## config.mk

```make
export PLATFORM = sky130hd
export DESIGN_NAME = load_align_unit
export DESIGN_NICKNAME = d
export VERILOG_FILES = /design/src/rtl/load_align_unit.sv
export SDC_FILE = /design/constraint.sdc
export NUM_CORES = 1
export LEC_CHECK = 0
export CAP_MARGIN = 20
export CORE_MARGIN = 2
export CORE_UTILIZATION = 50
export DETAILED_ROUTE_END_ITERATION = 16
export HOLD_SLACK_MARGIN = 0.05
export PLACE_DENSITY = 0.82
export RECOVER_POWER = 50
export SKIP_CTS_REPAIR_TIMING = 1
export SLEW_MARGIN = 20
export SYNTH_ARGS = -nofsm -noshare
export SYNTH_HDL_FRONTEND = slang
export SYNTH_SLANG_ARGS = --single-unit
```

## constraint.sdc

```tcl
create_clock -name clk -period 5.3 [get_ports clk]
set_input_delay 0.53 -clock clk [delete_from_list [all_inputs] [get_ports clk]]
set_output_delay 0.53 -clock clk [all_outputs]
set_load 0.01 [all_outputs]
```

## src/rtl/load_align_unit.sv

```systemverilog
// Load path of the M stage: reads one or two words from a 1-cycle synchronous
// data memory, merges them, then aligns and sign/zero-extends the addressed bytes.
module load_align_unit #(
  parameter int XLEN = 32
) (
  input  logic            clk,
  input  logic            reset,
  input  logic            req_valid,
  output logic            req_ready,
  input  logic [2:0]      funct3,
  input  logic [XLEN-1:0] addr,
  output logic            mem_re,
  output logic [XLEN-1:0] mem_addr,
  input  logic [XLEN-1:0] mem_rdata,
  output logic            rsp_valid,
  output logic [XLEN-1:0] rsp_data,
  output logic            rsp_err
);
  localparam int W    = XLEN / 8;
  localparam int OFFW = $clog2(W);
  localparam logic [4:0]           WB  = 5'(W);
  localparam logic [XLEN-OFFW-1:0] ONE = 1;

  typedef enum logic [1:0] {IDLE, WAIT1, WAIT2, RESP} state_t;

  state_t               state, nstate;
  logic [2:0]           f3_q;
  logic [OFFW-1:0]      off_q;
  logic                 split_q;
  logic [XLEN-OFFW-1:0] base_q;
  logic [XLEN-1:0]      lo_q;

  logic                 accept, illegal, split, load_rsp, err_d;
  logic [4:0]           size;
  logic [XLEN-1:0]      rsp_d;

  assign req_ready = (state == IDLE);
  assign accept    = req_valid && req_ready;
  assign size      = 5'd1 << funct3[1:0];
  assign illegal   = (size > WB) || (funct3 == 3'b111) || (funct3[2] && size == WB);
  assign split     = (5'(addr[OFFW-1:0]) + size) > WB;

  // Shift the {hi,lo} pair down to the addressed byte, then mask and extend.
  // The extension mask is empty for full-word loads, so they pass through.
  function automatic logic [XLEN-1:0] align(input logic [2*XLEN-1:0] pair,
                                            input logic [OFFW-1:0]   off,
                                            input logic [2:0]        f3);
    logic [2*XLEN-1:0] sh;
    logic [XLEN-1:0]   lo, mask, top;
    logic              sign;
    sh = pair >> {off, 3'b000};
    lo = sh[XLEN-1:0];
    case (f3[1:0])
      2'd0:    mask = XLEN'(8'hFF);
      2'd1:    mask = XLEN'(16'hFFFF);
      2'd2:    mask = XLEN'(32'hFFFF_FFFF);
      default: mask = '1;
    endcase
    top  = mask & ~(mask >> 1);
    sign = (|(lo & top)) & ~f3[2];
    return (lo & mask) | ({XLEN{sign}} & ~mask);
  endfunction

  always_comb begin
    nstate   = state;
    mem_re   = 1'b0;
    mem_addr = '0;
    load_rsp = 1'b0;
    err_d    = 1'b0;
    rsp_d    = '0;
    case (state)
      IDLE: if (req_valid) begin
        if (illegal) begin
          load_rsp = 1'b1;
          err_d    = 1'b1;
          nstate   = RESP;
        end else begin
          mem_re   = 1'b1;
          mem_addr = {addr[XLEN-1:OFFW], {OFFW{1'b0}}};
          nstate   = WAIT1;
        end
      end
      WAIT1: if (split_q) begin
        mem_re   = 1'b1;
        mem_addr = {base_q + ONE, {OFFW{1'b0}}};
        nstate   = WAIT2;
      end else begin
        load_rsp = 1'b1;
        rsp_d    = align({{XLEN{1'b0}}, mem_rdata}, off_q, f3_q);
        nstate   = RESP;
      end
      WAIT2: begin
        load_rsp = 1'b1;
        rsp_d    = align({mem_rdata, lo_q}, off_q, f3_q);
        nstate   = RESP;
      end
      RESP: nstate = IDLE;
      default: nstate = IDLE;
    endcase
  end

  always_ff @(posedge clk) begin
    if (reset) begin
      state     <= IDLE;
      rsp_valid <= 1'b0;
      rsp_data  <= '0;
      rsp_err   <= 1'b0;
      f3_q      <= '0;
      off_q     <= '0;
      split_q   <= 1'b0;
      base_q    <= '0;
      lo_q      <= '0;
    end else begin
      state     <= nstate;
      rsp_valid <= load_rsp;
      if (load_rsp) begin
        rsp_data <= rsp_d;
        rsp_err  <= err_d;
      end
      if (accept) begin
        f3_q    <= funct3;
        off_q   <= addr[OFFW-1:0];
        split_q <= split;
        base_q  <= addr[XLEN-1:OFFW];
      end
      if (state == WAIT1) lo_q <= mem_rdata;
    end
  end
endmodule

```

==> impl_metrics.py <==
metrics = {
    "clocking": {
        "clkSlewWorstSetupHoldPaths_ns": 0.07,
        "cts_sinks": 104,
        "numCtsBuffers": 9,
        "clock-root-buffer": "clkbuf_16",
        "clkLatencyLatePin_ns": 0.36,
        "cts_tree": "built",
        "clock_path_buffers": 2,
        "htree_levels": 3,
    },
    "cells_and_area": {
        "final_layout_size_suffix_gt1_share_pct": 7.88,
        "syn_to_final_growth_pct": 25.0,
        "fillerInstances": 1101,
        "fin_util_pct": 63.4,
        "nets": 937,
        "n_antenna_cell": 0,
    },
    "die": {
        "coreArea_um2": 12500,
        "ioPinCount": 138,
        "rows": 41,
        "dieArea_um2": 13600,
        "initial_core_util_pct": 50.7,
        "die_w_um": 117,
        "die_h_um": 117,
    },
    "timing": {
        "fmax_ghz": 0.263,
        "fin_crit_ns": 3.81,
        "timing.final.crit_share_pct": 71.8,
        "tns_ns": 0,
        "finalHoldViolCount": 0,
        "holdWs_ns": 0.445,
        "rsz0062_at_grt": "no",
        "setup_viol": 0,
        "clock_skew_ns": 0.00990,
        "slew_headroom_pct": 12.0,
        "max_slew.worst_pin.slew_ns": 1.32,
        "slew_violations": 0,
    },
    "synthesis": {
        "ys_types": 58,
        "ys_seq_elements": 104,
        "ys.flop_type": "dfxtp_1",
        "synth-seq-area-share_pct": 32.8,
        "async_flop_share_pct": 0,
        "synth.avg_cell_area_um2": 8.30,
        "synthCells": 764,
        "syn_area_um2": 6340,
        "yosys_warnings": 0,
        "synth_edf_count": 0,
    },
    "critical_path": {
        "reg2reg_setup_slack_ns": 2.12,
        "critPathBufInv": 2,
        "start_kind": "register",
        "crit_chain": "inv_1 -> ha_1 -> and2_0 -> nand2_1 -> o21ai_0 -> clkdlybuf4s50_1",
        "slowest_delay_ns": 1.05,
        "crit_path_end_kind": "output port",
        "critical_path_class": "register to output port",
        "critPathMaxFanout": 26,
        "cpMaxStageDelayCell": "and2_0",
        "crit_family": "simple AND/OR/NAND/NOR gates",
        "crit_arrival_ns": 3.28,
        "required_ns": 4.77,
    },
    "min_path": {
        "hold_class": "register to register",
    },
    "pwr": {
        "p_total_w": 0.00319,
        "p_per_area_nw_per_um2": 402,
        "p_leak_nw": 2.88,
        "irDropWorstVdd_mv": 0.388,
    },
    "drt": {
        "drt_wl_total_um": 17300,
        "ant_nets": 0,
        "drcViolationCount": 0,
        "routed_via_density": 5.77,
        "vias": 5976,
        "drt_pass1_iterations": 5,
        "drt_iter0_drc": 631,
        "post_drt_wl_per_cell_um": 16.8,
    },
    "flow_run": {
        "max_cap_violations": 0,
    },
    "grt": {
        "grt.overflow.total": 0,
        "grt_pass1_wl_um": 27200,
        "antenna_found_initial": 0,
        "grt_pass1_vias": 5382,
        "grt_max_degree": 103,
        "grt_use_total_pct": 25.3,
    },
    "place": {
        "numPortBuffers": 135,
        "dp_hpwl_um": 12000,
        "routabilityCongestion": 0.864,
    },
    "run_status": {
        "status": "finished, final reports clean",
    },
}
==> metal layers <==
layer / vias to the layer above / share of wire (%) / global-route usage [%]
met1: 2806 / 44 / 34.4
li1: 2903 / - / -
met4: 0 / 3.0 / 10.6
met2: 225 / 47 / 40.1
met5: - / 0 / 0
met3: 42 / 5.9 / 4.00
==> cell usage after synthesis, types with 3 or more instances <==
cell	instances	area (µm²)
nand2b_1	4	25.0
mux4_2	9	203
a21oi_1	66	330
nor2b_1	3	18.8
and3_1	4	25.0
and4_1	4	35.0
a22o_1	3	26.3
ha_1	7	87.6
mux2i_1	76	761
o221ai_1	4	35.0
o22ai_1	20	125
o21ai_0	36	180
xor2_1	22	193
mux2_2	22	248
dfxtp_1	104	2080
buf_2	10	50.1
clkbuf_1	29	109
buf_4	10	75.1
a22oi_1	16	120
inv_1	13	48.8
buf_6	6	67.6
nand2_1	138	518
o21ai_1	9	45.0
a32o_1	4	40.0
a21o_1	7	52.6
xnor2_1	8	70.1
nand4_1	7	43.8
nand3_1	14	70.1
a211oi_1	5	37.5
o211ai_1	5	37.5
nor2_1	61	229
and2_1	4	25.0
==> logic make-up (layout without fill, tap and decap cells) <==
group	Yosys count	after routing	synth area share, %
muxes	108	108	19.3
other	1	2	0.0591
buffers and inverters	71	169	5.70
xor gates and xnor gates	30	30	4.14
DFF	104	104	32.8
adders and majority gates	8	8	1.70
AOI/OAI and AO/OA	188	188	18.2
and+or+nand+nor	254	254	18.1
==> flip-flops by register name, summed over array words and instances (netlist names) <==
name	flops
lo_q	32
rsp_data	32
base_q	30
f3_q	3
off_q	2
state	2
rsp_err	1
rsp_valid	1
split_q	1
==> per-stage QoR <==
stage / area [µm²] / std cells / worst slack, ns
after floorplan: 6350 / 765 / 3.05
after global placement: 7650 / 1020 / 1.70
after detailed placement: 7650 / 1020 / 1.64
after CTS: 7930 / 1035 / 1.59
after global routing: 7930 / 1035 / 1.26
final: 7930 / 1035 / 1.49
==> cell usage in the layout (no fill, tap or decap), drive strengths merged, types with 8 or more instances in the layout <==
cell / instances
clkbuf: 10
nand2: 138
inv: 14
xor2: 22
mux4: 9
mux2: 23
dlygate4sd3: 35
nor2: 61
mux2i: 76
nand4: 8
nand3: 16
xnor2: 8
a21oi: 66
dfxtp: 104
clkdlybuf4s50: 99
o21ai: 45
a22oi: 16
o22ai: 21
==> final cells by class <==
cell class / count / area (µm²) / area share, %
timing repair buffer: 140 / 1390 / 17.5
clock inverter: 5 / 58.8 / 0.741
sequential: 104 / 2080 / 26.3
clock buffer: 10 / 229 / 2.89
tap: 172 / 215 / 2.71
inverter: 14 / 52.6 / 0.662
multi-input combinational: 590 / 3910 / 49.3
==> path summary, 6_finish.rpt <==
check | endpoint | startpoint | depth (start not counted)
setup reg to reg | rsp_data[20]$_SDFFE_PP0P_ | state[1]$_SDFFE_PP0P_ | 8
hold reg to reg | rsp_data[20]$_SDFFE_PP0P_ | rsp_data[20]$_SDFFE_PP0P_ | 2
hold / removal | rsp_data[20]$_SDFFE_PP0P_ | rsp_data[20]$_SDFFE_PP0P_ | 2
setup / recovery | mem_addr[3] | state[1]$_SDFFE_PP0P_ | 6
==> power by group <==
part           total (W)  internal [W]  switching [W]
Sequential       0.00106      0.000934       0.000127
Combinational    0.00146      0.000610       0.000850
Clock           0.000665      0.000364       0.000301
Total            0.00319       0.00191        0.00128
==> tightest hold or removal path: cells and delay by family, from the launching register on <==
family           cells  cell delay [ns]
flip-flops           1             0.31
AND/OR/NAND/NOR      1             0.05
AO/OA/AOI/OAI        1             0.05
Note: power is estimated with default switching activity, not from simulation.
